File: src/rtl/countup_checker_mc.sv
// Multi-channel count-up sequence checker: each channel tracks an expected value,
// latches the first bad sample, counts errors and raises a maskable irq; RBCP register access.
module countup_checker_mc #(
  parameter int          N_CH        = 4,
  parameter int          DATA_WIDTH  = 16,
  parameter logic [31:0] RBCP_OFFSET = 32'h1500_0000
) (
  input  logic                         clk,
  input  logic                         rst,
  input  logic [N_CH*DATA_WIDTH-1:0]   data,
  input  logic [N_CH-1:0]              valid,
  output logic                         irq,
  input  logic                         rbcp_we,
  input  logic                         rbcp_re,
  input  logic [31:0]                  rbcp_addr,
  input  logic [7:0]                   rbcp_wd,
  output logic                         rbcp_ack,
  output logic [7:0]                   rbcp_rd
);
  localparam int DW = DATA_WIDTH;

  logic [N_CH-1:0][DW-1:0] exp_q, exp_d, cap_q, cap_d;
  logic [N_CH-1:0][15:0]   err_q, err_d;
  logic [N_CH-1:0]         flag_q, flag_d, en_q, en_d, rsy_q, rsy_d, mask_q, mask_d;
  logic                    irq_q, ack_q;
  logic [7:0]              rd_q, rd_d;

  logic       sel, glb_f0, glb_f1;
  logic [3:0] a_ch, a_reg;
  logic       unused_wd;

  assign sel       = (rbcp_addr[31:8] == RBCP_OFFSET[31:8]);
  assign a_ch      = rbcp_addr[7:4];
  assign a_reg     = rbcp_addr[3:0];
  assign glb_f0    = (rbcp_addr[7:0] == 8'hF0);
  assign glb_f1    = (rbcp_addr[7:0] == 8'hF1);
  assign unused_wd = ^rbcp_wd;

  always_comb begin : chan_next
    logic [DW-1:0] smp;
    logic          cmp;
    logic          wr0;
    smp    = '0;
    cmp    = 1'b0;
    wr0    = 1'b0;
    exp_d  = exp_q;
    cap_d  = cap_q;
    err_d  = err_q;
    flag_d = flag_q;
    en_d   = en_q;
    rsy_d  = rsy_q;
    mask_d = mask_q;
    for (int i = 0; i < N_CH; i++) begin
      smp = data[i*DW +: DW];
      cmp = valid[i] & en_q[i] & (~flag_q[i] | rsy_q[i]);
      wr0 = rbcp_we & sel & (a_ch == 4'(i)) & (a_reg == 4'd0);
      if (cmp) begin
        if (smp == exp_q[i]) begin
          exp_d[i] = exp_q[i] + DW'(1);
        end else begin
          if (!flag_q[i]) begin
            cap_d[i]  = smp;
            flag_d[i] = 1'b1;
          end
          if (err_q[i] != 16'hFFFF) err_d[i] = err_q[i] + 16'd1;
          // Without resync the expected value freezes; the set flag stops further compares.
          if (rsy_q[i]) exp_d[i] = smp + DW'(1);
        end
      end
      if (wr0) begin
        en_d[i]  = rbcp_wd[1];
        rsy_d[i] = rbcp_wd[2];
        if (rbcp_wd[0]) begin
          flag_d[i] = 1'b0;
          err_d[i]  = '0;
          cap_d[i]  = '0;
          exp_d[i]  = smp + DW'(1);
        end
      end
    end
    if (rbcp_we & sel & glb_f0) mask_d = rbcp_wd[N_CH-1:0];
  end

  always_comb begin : rd_next
    logic [31:0] e32, c32;
    e32  = '0;
    c32  = '0;
    rd_d = '0;
    if (sel & rbcp_re) begin
      if (glb_f0) begin
        rd_d = 8'(mask_q);
      end else if (glb_f1) begin
        rd_d = 8'(flag_q);
      end else begin
        for (int i = 0; i < N_CH; i++) begin
          if (a_ch == 4'(i)) begin
            e32 = 32'(exp_q[i]);
            c32 = 32'(cap_q[i]);
            case (a_reg)
              4'h0:    rd_d = {5'b0, rsy_q[i], en_q[i], flag_q[i]};
              4'h1:    rd_d = e32[7:0];
              4'h2:    rd_d = e32[15:8];
              4'h3:    rd_d = e32[23:16];
              4'h4:    rd_d = e32[31:24];
              4'h5:    rd_d = c32[7:0];
              4'h6:    rd_d = c32[15:8];
              4'h7:    rd_d = c32[23:16];
              4'h8:    rd_d = c32[31:24];
              4'h9:    rd_d = err_q[i][7:0];
              4'hA:    rd_d = err_q[i][15:8];
              default: rd_d = '0;
            endcase
          end
        end
      end
    end
  end

  always_ff @(posedge clk) begin
    if (rst) begin
      exp_q  <= '0;
      cap_q  <= '0;
      err_q  <= '0;
      flag_q <= '0;
      en_q   <= '1;
      rsy_q  <= '0;
      mask_q <= '1;
      irq_q  <= 1'b0;
      ack_q  <= 1'b0;
      rd_q   <= '0;
    end else begin
      exp_q  <= exp_d;
      cap_q  <= cap_d;
      err_q  <= err_d;
      flag_q <= flag_d;
      en_q   <= en_d;
      rsy_q  <= rsy_d;
      mask_q <= mask_d;
      irq_q  <= |(flag_q & mask_q);
      ack_q  <= sel & (rbcp_we | rbcp_re);
      rd_q   <= rd_d;
    end
  end

  assign irq      = irq_q;
  assign rbcp_ack = ack_q;
  assign rbcp_rd  = rd_q;
endmodule

File: config.mk
export PLATFORM = sky130hd
export DESIGN_NAME = countup_checker_mc
export DESIGN_NICKNAME = d
export VERILOG_FILES = /design/src/rtl/countup_checker_mc.sv
export SDC_FILE = /design/constraint.sdc
export NUM_CORES = 1
export LEC_CHECK = 0
export CORE_ASPECT_RATIO = 1.25
export CORE_UTILIZATION = 25
export DETAILED_ROUTE_END_ITERATION = 10
export PLACE_DENSITY_LB_ADDON = 0.15
export SLEW_MARGIN = 5
export SYNTH_ARGS = -nofsm -noshare
export SYNTH_HDL_FRONTEND = slang
export SYNTH_SLANG_ARGS = --single-unit
export TNS_END_PERCENT = 30
File: constraint.sdc
create_clock -name clk -period 2.3 [get_ports clk]
set_input_delay 0.345 -clock clk [delete_from_list [all_inputs] [get_ports clk]]
set_output_delay 0.345 -clock clk [all_outputs]
set_load 0.01 [all_outputs]
==> results of run 1 <==
==> power by group through the flow <==
stage	registers [uW]	clock network [uW]	logic (uW)
detailed placement	4040	0	1640
finish	3960	4380	1680
CTS	3960	4520	1650
floorplan	4010	0	721
global route	3970	4670	1780
global placement	4040	0	1630
==> sequential cells by signal, indices dropped and copies added (netlist names) <==
name      flops
rbcp_ack      1
cap_q        64
irq           1
rsy_q         4
exp_q        64
en_q          4
rbcp_rd       8
mask_q        4
flag_q        4
err_q        64
==> synthesized netlist by cell type, types with 9 or more instances <==
library cell | n | share of area
nor2_1 | 236 | 0.060
dfxtp_1 | 218 | 0.29
nand2_1 | 133 | 0.034
xor2_1 | 113 | 0.067
mux2i_1 | 100 | 0.068
a21oi_1 | 94 | 0.032
nand3_1 | 94 | 0.032
o21ai_0 | 62 | 0.021
buf_2 | 58 | 0.020
clkbuf_1 | 57 | 0.014
and3_1 | 55 | 0.023
nand4_1 | 51 | 0.022
xnor2_1 | 47 | 0.028
nor3_1 | 45 | 0.015
a22oi_1 | 34 | 0.017
nor4_1 | 31 | 0.013
a211oi_1 | 27 | 0.014
a32oi_1 | 24 | 0.014
inv_1 | 19 | 0.0048
a221oi_1 | 17 | 0.010
nand2b_1 | 17 | 0.0072
o211ai_1 | 17 | 0.0086
a31oi_1 | 16 | 0.0068
and4_1 | 16 | 0.0095
nor2b_1 | 16 | 0.0068
o221ai_1 | 15 | 0.0089
or3_1 | 14 | 0.0059
a22o_1 | 12 | 0.0071
ha_1 | 12 | 0.010
and2_1 | 11 | 0.0046
mux2_2 | 11 | 0.0084
buf_4 | 10 | 0.0051
buf_6 | 10 | 0.0076
o22ai_1 | 9 | 0.0038
==> through the flow <==
step | setup slack [ps] | instances | total power [uW] | hold slack (ps) | area (um^2)
after floorplan | 163 | 1860 | 4730 | 453 | 14800
after global placement | -905 | 3041 | 5670 | 463 | 19800
after detailed placement | -931 | 3041 | 5680 | 466 | 19800
after CTS | -43.4 | 3088 | 10100 | 122 | 20800
after global routing | -67.3 | 3090 | 10400 | 136 | 21000
final | 34.7 | 3091 | 10000 | 156 | 21000
==> layer usage <==
metal  vias to the layer above  track usage  part of all wire
met5                         -            0                 0
met4                         0       0.0806             0.036
met3                       113       0.0196             0.037
met2                       453        0.385              0.50
met1                      7925        0.266              0.42
li1                       7788            -                 -
==> worst paths after layout <==
path	start	end	slack (ps)	cells after the start
max	exp_q[42]$_SDFF_PP0_	rbcp_rd[2]$_SDFF_PP0_	30	8
min reg2reg	flag_q[1]$_SDFF_PP0_	flag_q[1]$_SDFF_PP0_	470	2
min	rst	rsy_q[0]$_SDFFE_PP0N_	160	2
max reg2reg	exp_q[42]$_SDFF_PP0_	rbcp_rd[2]$_SDFF_PP0_	30	8
==> what timing repair did <==
item | CTS | global route
resized for setup | 17 | 38
endpoints found under the setup margin | 27 | 135
pin swaps | 0 | 9
setup buffers | 0 | 2
==> logic make-up (layout without fill, tap and decap cells) <==
logic type,count (synthesis),count (layout),synth area share
flops,218,218,0.294
other cells,0,1,0
simple gates,763,763,0.262
xor+xnor,161,161,0.0956
buf+inv,161,634,0.0542
fa+ha+maj,12,12,0.0101
compound gates,432,432,0.206
mux,113,113,0.0774
==> layout make-up <==
| type | count | area (um^2) | share of cell area |
|---|---|---|---|
| clock inverter | 8 | 90.1 | 0.00429 |
| multi-input combinational | 1481 | 9890 | 0.471 |
| sequential | 218 | 4370 | 0.208 |
| antenna | 1 | 2.50 | 0.000119 |
| clock buffer | 39 | 801 | 0.0381 |
| tap | 757 | 947 | 0.0451 |
| inverter | 19 | 71.3 | 0.00340 |
| timing repair buffer | 568 | 4830 | 0.230 |
==> flow_metrics.py, run 1 <==
metrics = {
    "outcome": {
        "status": "complete, but fails checks",
        "violations": "design-rule violations",
    },
    "pwr": {
        "vdd_drop_max_mv": 0.480,
        "p_comb_frac": 0.167,
        "p_int_uw": 7280,
        "switching_share": 0.273,
        "seq_power_share": 0.395,
        "p_per_area_nw_per_um2": 477,
        "leakage_uw": 0.00812,
        "switching_power_uw": 2740,
        "clkPwrFrac": 0.438,
    },
    "cts": {
        "cts_hold_buf": 0,
        "cts_buffer_depth": 3,
        "clock-sinks": 218,
        "clkTransAtPathRegs_ps": 60,
        "h-tree-depth": 1,
        "cts-root-buf": "clkbuf_16",
        "clock_latency_ps": 550,
        "cts_buffers": 27,
        "cts_tree": "built",
    },
    "sta": {
        "rsz0062_at_grt": "true",
        "fmax_mhz": 441,
        "drv_slew": 0,
        "skew_ps": 10.8,
        "fin_setup_tns_ps": 0,
        "relSlewSlack": 0.493,
        "tightest_slew_ps": 741,
        "hold_violations": 0,
        "period_share": 0.985,
        "setup_viol": 0,
        "fin_crit_ps": 2270,
    },
    "worst_setup_path": {
        "worst_setup_path_end_kind": "flip-flop",
        "arrival_ps": 2670,
        "crit_family": "compound AO/OA/AOI/OAI gates",
        "cp_slowest_cell": "a221o_1",
        "path_cells": "buf_4, inv_1, o21ai_0, a221o_1, o31a_1, a211oi_1, a2bb2oi_1, a211oi_2",
        "worstSetupPathType": "reg2reg",
        "cp_max_fo": 4,
        "cp_num_buf_inv": 2,
        "cp.required_ps": 2710,
        "crit_path_max_incr_delay_ps": 400,
        "start_kind": "flip-flop",
    },
    "synthesis": {
        "async_reset_ff_frac": 0,
        "syn_area_um2": 14800,
        "synth-seq-cells": 218,
        "syn_avg_cell_area_um2": 7.97,
        "yosys_warnings": 0,
        "yosysSeqAreaShare": 0.294,
        "syn_inst": 1860,
        "synthFlopType": "dfxtp_1",
        "synth_nets": 1984,
        "synth.distinct_cells": 91,
        "synth_edf_count": 0,
    },
    "routing": {
        "drt-wirelength-per-cell_um": 21.4,
        "drtIter0Drc": 1171,
        "vias": 16300,
        "drtAntennaViolNets": 0,
        "via_per_inst": 5.27,
        "firstDrtPassIters": 8,
        "finalWirelength_um": 66000,
        "route.detailed.drc": 24,
    },
    "floorplan": {
        "rows": 99,
        "core-area_um2": 58500,
        "dieArea_um2": 60300,
        "die_w_um": 220,
        "initial_core_util": 0.254,
        "io_pins": 122,
        "fp.dieH_um": 274,
    },
    "job": {
        "drv_cap": 0,
    },
    "global_routing": {
        "grt_usage": 0.216,
        "grt_max_degree": 38,
        "grt_antenna_before_repair": 0,
        "grt-ovfl-total": 0,
        "grt_pass1_vias": 16200,
        "grt_pass1_wl_um": 99800,
    },
    "finish": {
        "nets": 2439,
        "fin_util": 0.359,
        "syn_to_final_growth_pct": 41.7,
        "drive_above_1_share": 0.252,
        "layout_commonest_cell": "buf_4",
        "final_cell_mix": "buf_4 (426), nor2_1 (231), dfxtp_1 (217)",
        "fillers": 6127,
    },
    "worst_hold_path": {
        "hp-class": "in2reg",
    },
    "place": {
        "hpwl_um": 53000,
        "numPortBuffers": 117,
        "gp_congestion": 0.932,
    },
}
No activity file was read; power rests on OpenSTA's default activity.
==> run 2, diff against run 1 <==
--- a/config.mk
+++ b/config.mk
@@ -8,7 +8,6 @@
 export CORE_ASPECT_RATIO = 1.25
 export CORE_UTILIZATION = 25
 export DETAILED_ROUTE_END_ITERATION = 10
-export PLACE_DENSITY_LB_ADDON = 0.15
 export SLEW_MARGIN = 5
 export SYNTH_ARGS = -nofsm -noshare
 export SYNTH_HDL_FRONTEND = slang
==> run 2 against run 1 <==
Worst hold slack improved by 44 ps. Clock-buffer cell count down 8. Via count increased by 1.3%. Total power is 3.1% higher. Critical path type is now in2reg. Clock skew about the same. Largest cell class unchanged. Wire length shrank 3.2%. The flow still finishes with violations (design-rule violations). Final area shrank 0.15%. Global-route usage is 1.0 points lower. Critical path depth is 3 higher. Cell count is 0.32% lower. Maximum frequency shrank 0.43%.
==> flow_metrics.py, run 2 (synthesis results as in run 1) <==
metrics = {
    "cts": {
        "cts_tree": "built",
        "clock-sinks": 218,
        "cts-root-buf": "clkbuf_16",
        "clkTransAtPathRegs_ps": 60,
        "h-tree-depth": 1,
        "clock_latency_ps": 560,
        "cts_buffers": 26,
        "cts_buffer_depth": 3,
    },
    "sta": {
        "skew_ps": 11.0,
        "fmax_mhz": 440,
        "setup_viol": 0,
        "rsz0062_at_grt": "true",
        "period_share": 0.989,
        "relSlewSlack": 0.606,
        "fin_crit_ps": 2280,
        "tightest_slew_ps": 589,
        "hold_violations": 0,
        "drv_slew": 0,
        "finalWorstSetupSlack_ps": 25.0,
    },
    "job": {
        "drv_cap": 0,
    },
    "pwr": {
        "p_per_area_nw_per_um2": 493,
        "leakage_uw": 0.00806,
        "vdd_drop_max_mv": 0.476,
    },
    "floorplan": {
        "core-area_um2": 58500,
        "initial_core_util": 0.254,
        "fp.dieH_um": 274,
        "dieArea_um2": 60300,
        "die_w_um": 220,
        "io_pins": 122,
        "rows": 99,
    },
    "worst_hold_path": {
        "hp-class": "in2reg",
        "worstHoldEndpoint": "rsy_q[0]$_SDFFE_PP0N_",
        "hp-start": "rst",
        "min_delay_path_depth": 2,
    },
    "routing": {
        "via_per_inst": 5.35,
        "vias": 16500,
        "drtIter0Drc": 1353,
        "route.detailed.drc": 32,
        "finalWirelength_um": 63900,
        "drtAntennaViolNets": 0,
        "firstDrtPassIters": 8,
        "drt-wirelength-per-cell_um": 20.7,
    },
    "worst_setup_path": {
        "crit_path_max_incr_delay_ps": 400,
        "arrival_ps": 2690,
        "path_common_cell": "buf_4",
        "cp_slowest_cell": "clkdlybuf4s50_1",
        "cp_num_buf_inv": 5,
        "r2r_end": "exp_q[15]$_SDFF_PP0_",
        "cp_max_fo": 9,
        "path_cells": "clkdlybuf4s50_1, buf_4, buf_6, nor3b_4, buf_4, buf_4, a221o_1, o31a_1, a211oi_2, a2bb2oi_1, a211oi_2",
        "crit_family": "compound AO/OA/AOI/OAI gates",
        "ff2ff_path_depth": 10,
        "cp.required_ps": 2720,
        "worst_setup_path_end_kind": "flip-flop",
        "start_kind": "primary input",
        "worstSetupPathType": "in2reg",
        "r2r_slack_ps": 70,
        "reg2reg_from": "exp_q[4]$_SDFF_PP0_",
    },
    "finish": {
        "fin_cells": 3081,
        "fillers": 6029,
        "layout_commonest_cell": "buf_4",
        "nets": 2428,
        "syn_to_final_growth_pct": 41.5,
        "drive_above_1_share": 0.248,
        "fin_util": 0.359,
        "largestRegisters": "cap_q x64, err_q x64, exp_q x64",
        "final_cell_mix": "buf_4 (416), nor2_1 (230), dfxtp_1 (216)",
    },
    "outcome": {
        "violations": "design-rule violations",
        "status": "complete, but fails checks",
    },
    "global_routing": {
        "grt_pass1_wl_um": 96100,
        "grt_max_degree": 39,
        "grt_antenna_before_repair": 2,
        "grt_pass1_vias": 16200,
        "grt-ovfl-total": 0,
        "grt_usage": 0.206,
    },
    "place": {
        "dp_slack_ps": -736,
        "numPortBuffers": 117,
        "dp_cells": 3032,
        "hpwl_um": 50800,
        "gp_congestion": 0.960,
    },
}
-- run 2: cell count changes in the layout (fill, tap and decap cells not counted), moves of 2 or more --
| cell | before | now |
|---|---|---|
| buf_4 | 426 | 416 |
| clkbuf_8 | 8 | 1 |
| bufinv_16 | 2 | 6 |
| clkinv_4 | 0 | 2 |
| nor4_2 | 13 | 11 |
| clkinvlp_4 | 0 | 3 |
| clkinv_2 | 6 | 3 |
| nor3b_2 | 3 | 5 |
| nor3b_1 | 2 | 0 |
-- run 2: layout make-up --
cell class	instances	area, um^2	area share
Inverter	19	71.3	0.00340
Tap cell	757	947	0.0452
Clock buffer	31	701	0.0334
Sequential cell	218	4370	0.208
Multi-Input combinational cell	1481	9880	0.471
Timing Repair Buffer	558	4750	0.227
Antenna cell	1	2.50	0.000119
Clock inverter	16	255	0.0122
-- run 2: metrics by stage --
stage / total power [uW] / area, um^2 / hold WS, ps / setup TNS, ps
4_1_cts: 10400 / 20800 / 180 / 0
5_1_grt: 10700 / 21000 / 190 / -41.8
2_1_floorplan: 4730 / 14800 / 453 / 0
3_3_place_gp: 5630 / 19800 / 468 / -82290
6_report: 10300 / 21000 / 200 / 0
3_5_place_dp: 5650 / 19800 / 484 / -84720
-- run 2: worst max path at each step --
stage / from / to / slack, ps / depth (start not counted)
after CTS: rbcp_addr[1] / rbcp_rd[2]$_SDFF_PP0_ / 30 / 12
after global routing: exp_q[8]$_SDFF_PP0_ / exp_q[13]$_SDFF_PP0_ / -30 / 10
after floorplan: data[38] / exp_q[35]$_SDFF_PP0_ / 160 / 10
after global placement: rbcp_addr[0] / rbcp_rd[2]$_SDFF_PP0_ / -750 / 10
after detailed placement: rbcp_addr[0] / rbcp_rd[2]$_SDFF_PP0_ / -740 / 12
final: rbcp_addr[1] / rbcp_rd[2]$_SDFF_PP0_ / 20 / 11
-- run 2: power breakdown --
group          internal, uW  total, uW  switching [uW]
registers              3880       3960            80.2
clock network          2860       4710            1850
logic                   786       1660             877
total                  7530      10300            2800
-- run 2: timing repair --
| action | 4_1_cts | 5_1_grt |
|---|---|---|
| setup endpoints to repair | 64 | 67 |
| pin swaps | 0 | 9 |
| endpoints found under the hold margin | 0 | 0 |
| resized for setup | 17 | 35 |
| cloned | 0 | 0 |
| hold buffers | 0 | 0 |
| setup buffers | 0 | 1 |
-- run 2: layer usage --
metal / vias to the layer above / track usage / routed length [um]
li1: 7775 / - / -
met2: 632 / 0.360 / 31600
met1: 7907 / 0.248 / 25600
met4: 0 / 0.104 / 3350
met5: - / 0 / 0
met3: 180 / 0.0211 / 3360
==> run 3, diff against run 2 <==
--- a/config.mk
+++ b/config.mk
@@ -6,6 +6,7 @@
 export NUM_CORES = 1
 export LEC_CHECK = 0
 export CORE_ASPECT_RATIO = 1.25
+export CORE_MARGIN = 2
 export CORE_UTILIZATION = 25
 export DETAILED_ROUTE_END_ITERATION = 10
 export SLEW_MARGIN = 5
==> run 3 against run 2 <==
First-iteration DRC count up 6.4%. Sequential power about the same. Worst setup slack better by 2.9 ps. Highest routed layer is now met5. The run still ends with design-rule violations left. Largest power group unchanged.
==> flow_metrics.py, run 3 (synthesis results as in run 1) <==
metrics = {
    "finish": {
        "syn_to_final_growth_pct": 41.3,
        "fin_cells": 3092,
        "nets": 2444,
        "final_cell_mix": "buf_4 (435), nor2_1 (232), dfxtp_1 (209)",
        "largestRegisters": "cap_q x64, err_q x64, exp_q x64",
        "drive_above_1_share": 0.256,
        "diodes": 0,
        "layout_commonest_cell": "buf_4",
        "fillers": 6010,
        "stdcell_area_um2": 21000,
    },
    "sta": {
        "skew_ps": 12.9,
        "drv_slew": 0,
        "period_share": 0.988,
        "setup_viol": 0,
        "relSlewSlack": 0.578,
        "tightest_slew_ps": 632,
        "fin_crit_ps": 2270,
        "hold_violations": 0,
        "fmax_mhz": 440,
        "rsz0062_at_grt": "true",
    },
    "worst_setup_path": {
        "arrival_ps": 2730,
        "r2r_slack_ps": 30,
        "worst_setup_path_end_kind": "flip-flop",
        "path_common_cell": "buf_4",
        "start_kind": "flip-flop",
        "ff2ff_path_depth": 10,
        "worstSetupPathType": "reg2reg",
        "r2r_end": "err_q[62]$_SDFF_PP0_",
        "cp.required_ps": 2750,
        "cp_slowest_cell": "dfxtp_1",
        "crit_family": "simple AND/OR/NAND/NOR gates",
        "cp_num_buf_inv": 3,
        "crit_path_max_incr_delay_ps": 370,
        "path_cells": "xor2_1, nor4_2, buf_4, and4_2, buf_4, nor2_1, buf_4, and3_1, nor2_1, a211oi_1",
        "reg2reg_from": "exp_q[55]$_SDFF_PP0_",
        "cp_max_fo": 4,
    },
    "floorplan": {
        "io_pins": 122,
        "fp.dieH_um": 276,
        "initial_core_util": 0.254,
        "core-area_um2": 58500,
        "dieArea_um2": 61300,
        "die_w_um": 222,
        "rows": 99,
    },
    "routing": {
        "drt-wirelength-per-cell_um": 20.6,
        "dr.max_layer_used": "met5",
        "firstDrtPassIters": 10,
        "vias": 16700,
        "met3_length_um": 3310,
        "drtIter0Drc": 1440,
        "finalWirelength_um": 63600,
        "route.detailed.drc": 6,
        "wl_met1_um": 25100,
        "drtAntennaViolNets": 0,
        "wl_met2_um": 31400,
        "via_per_inst": 5.39,
    },
    "worst_hold_path": {
        "min_delay_path_depth": 2,
        "hp-class": "in2reg",
        "hp-start": "rst",
        "worstHoldEndpoint": "rsy_q[2]$_SDFFE_PP0N_",
    },
    "place": {
        "place_area_um2": 19900,
        "gp_congestion": 0.957,
        "hpwl_um": 50900,
        "dp_cells": 3047,
        "numPortBuffers": 117,
    },
    "pwr": {
        "p_per_area_nw_per_um2": 462,
        "leakage_uw": 0.00807,
        "vdd_drop_max_mv": 0.425,
    },
    "cts": {
        "clkTransAtPathRegs_ps": 70,
        "cts_buffer_depth": 3,
        "clock-sinks": 218,
        "cts_tree": "built",
        "cts-root-buf": "clkbuf_16",
        "cts_buffers": 25,
        "clock_latency_ps": 550,
        "h-tree-depth": 1,
    },
    "outcome": {
        "status": "complete, but fails checks",
        "violations": "design-rule violations",
    },
    "global_routing": {
        "grt_pass1_wl_um": 97100,
        "grt-ovfl-total": 0,
        "grt_usage": 0.200,
        "grt_max_degree": 38,
        "grt_antenna_before_repair": 1,
        "grt_pass1_vias": 16500,
    },
    "job": {
        "drv_cap": 0,
    },
}
==> run 3: through the flow <==
step / util / setup WS [ps] / TNS, ps / hold WS (ps) / power [uW]
floorplan: - / 163 / 0 / 453 / 4730
global placement: 0.340 / -783 / -116790 / 470 / 5640
detailed placement: 0.340 / -822 / -122020 / 484 / 5650
CTS: 0.355 / -8.15 / -8.15 / 185 / 9730
global route: 0.358 / -83.6 / -257 / 234 / 9990
finish: 0.358 / 27.9 / 0 / 214 / 9690
==> run 3: worst max-delay path by stage <==
stage,from,end,slack (ps),cells past startpoint
floorplan,data[38],exp_q[35]$_SDFF_PP0_,160,10
global placement,rbcp_addr[26],exp_q[9]$_SDFF_PP0_,-780,9
detailed placement,rbcp_addr[0],rbcp_rd[3]$_SDFF_PP0_,-820,11
CTS,rbcp_addr[0],rbcp_rd[2]$_SDFF_PP0_,-8,11
global route,exp_q[0]$_SDFF_PP0_,exp_q[14]$_SDFF_PP0_,-80,8
finish,exp_q[55]$_SDFF_PP0_,err_q[62]$_SDFF_PP0_,30,10
==> run 3: metal layers <==
metal	vias up	global-route usage
met4	2	0.116
met2	672	0.354
met1	7982	0.234
met5	-	0
li1	7798	-
met3	202	0.0202
==> run 3: cell type report <==
class / count / area, um^2 / area share
clock buffer: 31 / 668 / 0.0319
inverter: 19 / 71.3 / 0.00340
sequential: 218 / 4380 / 0.209
tap: 757 / 947 / 0.0452
multi-input combinational: 1481 / 9910 / 0.473
timing repair buffer: 575 / 4860 / 0.232
clock inverter: 11 / 121 / 0.00579
==> run 3: timing repair <==
| item | 4_1_cts | 5_1_grt |
|---|---|---|
| setup endpoints to repair | 126 | 97 |
| hold buffers | 0 | 0 |
| pin swaps | 1 | 9 |
| setup buffers | 1 | 2 |
| gates resized for setup | 17 | 43 |
==> run 3: power breakdown <==
part	switching, uW	internal [uW]	total [uW]
registers	84.8	3880	3960
clock network	1780	2280	4060
logic	870	793	1660
total	2730	6950	9690
